===== config.mk =====
export PLATFORM = sky130hd
export DESIGN_NAME = dmem_responder
export DESIGN_NICKNAME = d
export VERILOG_FILES = /design/src/rtl/dmem_pkg.sv /design/src/rtl/dmem_array.sv /design/src/rtl/dmem_responder.sv
export SDC_FILE = /design/constraint.sdc
export NUM_CORES = 2
export LEC_CHECK = 0
export ABC_AREA = 1
export BUFFER_PORTS_ARGS = -buffer_cell sky130_fd_sc_hd__buf_2
export CAP_MARGIN = 20
export CORE_UTILIZATION = 30
export DETAILED_ROUTE_END_ITERATION = 6
export SETUP_SLACK_MARGIN = 0.3
export SLEW_MARGIN = 0
export SYNTH_ARGS = -nofsm -noshare
export SYNTH_HDL_FRONTEND = slang
export SYNTH_HIERARCHICAL = 1
export SYNTH_SLANG_ARGS = --single-unit

===== constraint.sdc =====
create_clock -name clk -period 8.4 [get_ports clk]
set_input_delay 1.68 -clock clk [delete_from_list [all_inputs] [get_ports clk]]
set_output_delay 1.68 -clock clk [all_outputs]
set_load 0.1 [all_outputs]

===== src/rtl/dmem_pkg.sv =====
// Shared types and constants for the MEM-stage data-memory responder.
package dmem_pkg;

    typedef enum logic [1:0] {
        IDLE = 2'd0,
        BUSY = 2'd1,
        DONE = 2'd2
    } state_t;

    localparam int WAIT_CNT_W = 4;

    function automatic int clog2(input int n);
        int r;
        r = 0;
        for (int i = 0; i < 31; i++) begin
            if ((1 << i) < n) r = i + 1;
        end
        return r;
    endfunction

endpackage


===== src/rtl/dmem_array.sv =====
// Single-port word storage: synchronous write, synchronous enabled read, no reset.
module dmem_array #(
    parameter int DEPTH = 64,
    parameter int IDX_W = 6
) (
    input  logic             clk,
    input  logic             we,
    input  logic             re,
    input  logic [IDX_W-1:0] idx,
    input  logic [31:0]      wdata,
    output logic [31:0]      rdata
);

    logic [31:0] mem_q [DEPTH];
    logic [31:0] rdata_q;

    always_ff @(posedge clk) begin
        if (we) mem_q[idx] <= wdata;
        if (re) rdata_q <= mem_q[idx];
    end

    assign rdata = rdata_q;

endmodule


===== src/rtl/dmem_responder.sv =====
// Wait-state data-memory responder for the MEM stage (IDLE -> BUSY -> DONE handshake).
// Optional load/store performance counters are enabled by defining DMEM_PERF_CNT_EN.
module dmem_responder
    import dmem_pkg::*;
#(
    parameter int DEPTH       = 64,
    parameter int WAIT_STATES = 2
) (
    input  logic        clk,
    input  logic        reset,
    input  logic        memreq,
    input  logic        memwrite,
    input  logic [31:0] addr,
    input  logic [31:0] writedata,
    output logic [31:0] readdata,
    output logic        memready,
    output logic        memstall,
    output logic        misaligned,
    output logic [31:0] rdcount,
    output logic [31:0] wrcount
);

    localparam int                    IDX_W = clog2(DEPTH);
    localparam logic [WAIT_CNT_W-1:0] WS    = WAIT_CNT_W'(WAIT_STATES);

    state_t                  state_q, state_d;
    logic [WAIT_CNT_W-1:0]   cnt_q, cnt_d;
    logic                    wr_q;
    logic [IDX_W+1:0]        addr_q;
    logic [31:0]             wdata_q;
    logic                    rdvalid_q;

    logic                    accept, enter_done;
    logic                    acc_wr, acc_aligned;
    logic [IDX_W+1:0]        acc_addr;
    logic [31:0]             acc_wdata;
    logic [31:0]             arr_rdata;
    logic                    unused_addr;

    assign unused_addr = ^addr[31:IDX_W+2];
    assign accept      = (state_q == IDLE) && memreq;

    always_comb begin
        state_d = state_q;
        cnt_d   = cnt_q;
        case (state_q)
            IDLE: begin
                if (memreq) begin
                    cnt_d   = WS;
                    state_d = (WS == '0) ? DONE : BUSY;
                end
            end
            BUSY: begin
                cnt_d = cnt_q - 1'b1;
                if (cnt_q == WAIT_CNT_W'(1)) state_d = DONE;
            end
            DONE:    state_d = IDLE;
            default: state_d = IDLE;
        endcase
    end

    // The access happens on the edge entering DONE; with zero wait states that
    // is the accepting edge itself, so the live inputs are used instead of the latches.
    assign enter_done  = (state_d == DONE);
    assign acc_wr      = accept ? memwrite : wr_q;
    assign acc_addr    = accept ? addr[IDX_W+1:0] : addr_q;
    assign acc_wdata   = accept ? writedata : wdata_q;
    assign acc_aligned = (acc_addr[1:0] == 2'b00);

    always_ff @(posedge clk or posedge reset) begin
        if (reset) begin
            state_q   <= IDLE;
            cnt_q     <= '0;
            wr_q      <= 1'b0;
            addr_q    <= '0;
            wdata_q   <= '0;
            rdvalid_q <= 1'b0;
        end else begin
            state_q <= state_d;
            cnt_q   <= cnt_d;
            if (accept) begin
                wr_q    <= memwrite;
                addr_q  <= addr[IDX_W+1:0];
                wdata_q <= writedata;
            end
            if (enter_done && !acc_wr) rdvalid_q <= acc_aligned;
        end
    end

    dmem_array #(
        .DEPTH (DEPTH),
        .IDX_W (IDX_W)
    ) u_array (
        .clk   (clk),
        .we    (enter_done && acc_wr && acc_aligned),
        .re    (enter_done && !acc_wr && acc_aligned),
        .idx   (acc_addr[IDX_W+1:2]),
        .wdata (acc_wdata),
        .rdata (arr_rdata)
    );

    // A misaligned load clears rdvalid so the held array word is masked to 0.
    assign readdata   = rdvalid_q ? arr_rdata : 32'd0;
    assign memready   = (state_q == DONE);
    assign memstall   = accept || (state_q == BUSY);
    assign misaligned = (state_q == DONE) && (addr_q[1:0] != 2'b00);

`ifdef DMEM_PERF_CNT_EN
    logic [31:0] rdcount_q, wrcount_q;
    logic        done_aligned;

    assign done_aligned = (state_q == DONE) && (addr_q[1:0] == 2'b00);

    always_ff @(posedge clk or posedge reset) begin
        if (reset) begin
            rdcount_q <= '0;
            wrcount_q <= '0;
        end else if (done_aligned) begin
            if (wr_q) wrcount_q <= wrcount_q + 32'd1;
            else      rdcount_q <= rdcount_q + 32'd1;
        end
    end

    assign rdcount = rdcount_q;
    assign wrcount = wrcount_q;
`else
    assign rdcount = 32'd0;
    assign wrcount = 32'd0;
`endif

endmodule


==> impl_metrics.csv <==
group,metric,value,unit
cts,htreeDepth,4,
cts,path_clk_slew,60,ps
grt,grt_usage,16.40,%
grt,grt_pass1_wl,368300,µm
die,initial_core_util,30.17,%
run_status,status,"finished clean",
die,fp.dieW,548.6,µm
critical_path,critPathCaptureType,"flop",
logic_synthesis,ys_warn_count,6,
cts,cts_resized,0,
timing,period_share,67.92,%
logic_synthesis,async_flop_share,2.256,%
power,power_density,368.9,nW/µm²
grt,groute.layer.met1.usage,22.48,%
place,dp_hpwl,134800,µm
grt,grt_pass1_vias,56160,
routing,wire_per_inst,19.59,µm
die,rows,200,
critical_path,critPathLaunch,"memreq",
grt,grt_antenna_before_repair,11,
final_layout,area_growth,12.82,%
cts,post_cts_buffers,0,
timing,fin_worst_skew,60.50,ps
timing,slew_viol_final,0,
routing,drc,0,
timing,fin_crit,5706,ps
cts,clk-insertion-delay-late,890,ps
critical_path,path_buf_inv,4,
cts,numCtsBuffers,211,
logic_synthesis,yosysSeqAreaShare,71.03,%
routing,drt_iter0_drc,6178,
logic_synthesis,yosys_most_used_dff,"edfxtp_1",
critical_path,crit_path_top_delay_cell,"buf_4",
place,gp_congestion,0.7918,
place,io_buffers,78,
final_layout,multi_input_area,23990,µm²
die,dieArea,300900,µm²
power,p_sw,15640,µW
logic_synthesis,synth_edf_count,2080,
routing,vias_per_cell,4.672,
critical_path,path_class,"primary input to flop",
power,power.total,37300,µW
timing,tns,0,ps
routing,dr.pass1.iters,5,
logic_synthesis,synth-seq-cells,2128,
routing,wirelength,251300,µm
timing,worst_pin_slew,1187,ps
routing,num_vias,59930,
worst_hold_path,worstHoldStart,"addr_q[1]$_DFF_PP0_",
grt,grt_use_met2,26.55,%
power,clockPowerShare,24.2,%
critical_path,path_delay_family,"buffers and inverters",
flow_run,max_cap_viol_count,0,
timing,fmax,0.1753,GHz
critical_path,max_stage_delay,930,ps
cts,cts_tree,"done",
timing,final-setup-viol-count,0,
critical_path,path_cells,"buf_2, nand2_4, mux2_8, buf_4, buf_12, buf_4, nand2_1, nand2_1, nand2_1, nand2_1, nand2_1, nand2_1, nor2_1, nand2_1",
power,p_leak,0.04163,µW
cts,root_buffer,"clkbuf_16",
die,io_pins,167,
power,p_int,21650,µW
grt,met3_usage,2.415,%
timing,maxSlewHeadroom,20.85,%
final_layout,fill_cells,29320,
power,ir_drop,0.8808,mV
grt,overflow,0,
final_layout,layout-drive-gt1-share,7.108,%
routing,antenna_violating_nets_post_route,0,
critical_path,r2r-start,"state_q[1]$_DFF_PP0_",
cts,cts.path.max_buffers,3,
critical_path,cp.required,9100,ps
worst_hold_path,hp-class,"flop to flop",
critical_path,worstPathMaxFanout,148,
critical_path,cpMostUsedCell,"nand2_1",
power,switching_share,41.95,%
final_layout,final_nets,8772,
place,placed_cell_area,94410,µm²
cts,ctsHoldBuffers,0,
die,core,297000,µm²
die,die_h,548.6,µm
logic_synthesis,syn_avg_cell_area,10.29,µm²
logic_synthesis,synth_cells,8714,
power,p_comb_share,38.9,%
timing,rsz0062_at_grt,"no",
logic_synthesis,synth.distinct_cells,30,
final_layout,ff_latch_area,63660,µm²
power,p_seq_share,36.9,%
timing,hold_violations,0,
final_layout,fin_area,101100,µm²
cts,clock-sinks,2128,
grt,grt_max_degree,188,
grt,grt_busiest_layer,"met2",
timing,hold_ws,505.9,ps
critical_path,cp-start-kind,"primary input",
logic_synthesis,synthesis.area,89630,µm²
critical_path,arrival,6410,ps
## Yosys cell counts (8+ instances only)
| cell | n | area [µm²] |
|---|---|---|
| nand3_1 | 21 | 105.1 |
| inv_2 | 14 | 52.55 |
| o21ai_0 | 9 | 45.04 |
| dfrtp_1 | 48 | 1201 |
| nor2_1 | 142 | 533.0 |
| buf_2 | 244 | 1221 |
| nand2_1 | 5775 | 21680 |
| edfxtp_1 | 2080 | 62460 |
| mux2_4 | 37 | 555.5 |
| buf_6 | 8 | 90.09 |
| buf_4 | 75 | 563.0 |
| inv_1 | 59 | 221.5 |
| buf_1 | 27 | 101.4 |
| clkbuf_1 | 140 | 525.5 |
## metrics by stage
stage / util, % / worst slack [ps] / cells
after floorplan: - / 1863 / 8777
after global placement: 31.76 / 1828 / 12420
after detailed placement: 31.78 / 1903 / 12430
after CTS: 34.01 / 2783 / 12810
after global routing: 34.03 / 2515 / 12820
final: 34.04 / 2694 / 12830
## flip-flops by register name (all words and copies together), names as in the netlist
register,cells
u_array/rdata,32
addr_q,8
u_array/mem_q,2048
wr_q,1
rdvalid_q,1
state_q,2
cnt_q,4
wdata_q,32
## power by group through the flow
| stage | sequential (µW) | clock (µW) | combinational, µW |
|---|---|---|---|
| after floorplan | 13900 | 0 | 9370 |
| after global placement | 14000 | 0 | 14200 |
| after detailed placement | 14000 | 0 | 14400 |
| after CTS | 13800 | 9160 | 14400 |
| after global routing | 13800 | 9550 | 15900 |
| final | 13800 | 9020 | 14500 |
## logic make-up (layout without fill, tap and decap cells)
group	Yosys count	in the layout	synth area share [%]
flip-flops	2128	2128	71.03
other	1	77	0.004184
multiplexers	38	38	0.6324
AO/OA/AOI/OAI	18	18	0.1201
AND/OR/NAND/NOR	5960	5960	25.09
buffers and inverters	567	667	3.096
adder cells (fa/ha/maj)	2	2	0.02792
## cells in the final DEF (no fill, tap or decap), types with 3 or more instances in the layout
| cell | n |
|---|---|
| nor3_4 | 7 |
| buf_2 | 78 |
| diode_2 | 13 |
| nand3_1 | 21 |
| mux2_8 | 3 |
| clkinv_1 | 48 |
| o21ai_0 | 9 |
| inv_6 | 3 |
| nor2_4 | 63 |
| inv_8 | 4 |
| clkinv_2 | 47 |
| mux2_4 | 34 |
| nand2_1 | 5775 |
| nor2_1 | 80 |
| inv_1 | 57 |
| clkbuf_8 | 4 |
| clkinv_16 | 10 |
| o211ai_1 | 5 |
| buf_12 | 17 |
| clkbuf_1 | 50 |
| clkbuf_16 | 211 |
| dfrtp_1 | 47 |
| bufinv_16 | 8 |
| buf_4 | 109 |
| conb_1 | 64 |
| or2_2 | 5 |
| nand4_1 | 3 |
| edfxtp_1 | 2080 |
| inv_2 | 13 |
## routing by layer
layer  routed length (µm)  share of wire, %
met4                 7986               3.2
met3                19080               7.6
met2               116200                46
met1               107900                43
met5                   42             0.017
## path summary, 6_finish.rpt
kind / slack (ps) / endpoint / cells past startpoint
worst max-delay path: 2690 / u_array/rdata[6]$_DFFE_PP_ / 14
worst min register to register: 510 / addr_q[1]$_DFF_PP0_ / 2
worst min-delay path: 510 / addr_q[1]$_DFF_PP0_ / 2
min in group asynchronous: 1020 / wdata_q[9]$_DFF_PP0_ / 3
max in group asynchronous: 6870 / rdvalid_q$_DFFE_PP0P_ / 3
worst max register to register: 3090 / u_array/rdata[6]$_DFFE_PP_ / 14
## layout make-up
type | count | share of cell area [%]
timing repair buffer | 206 | 1.586
tap | 3939 | 4.874
multi-input combinational | 6082 | 23.72
clock buffer | 265 | 5.462
antenna | 13 | 0.03217
inverter | 73 | 0.2933
sequential | 2128 | 62.96
clock inverter | 123 | 1.069
## tightest hold or removal path, cell delays in order, from the launching register on
cell,delay (ps)
dfrtp_1,350
nand2_1,60
nand2_1,60
(Power assumes the default switching activity.)
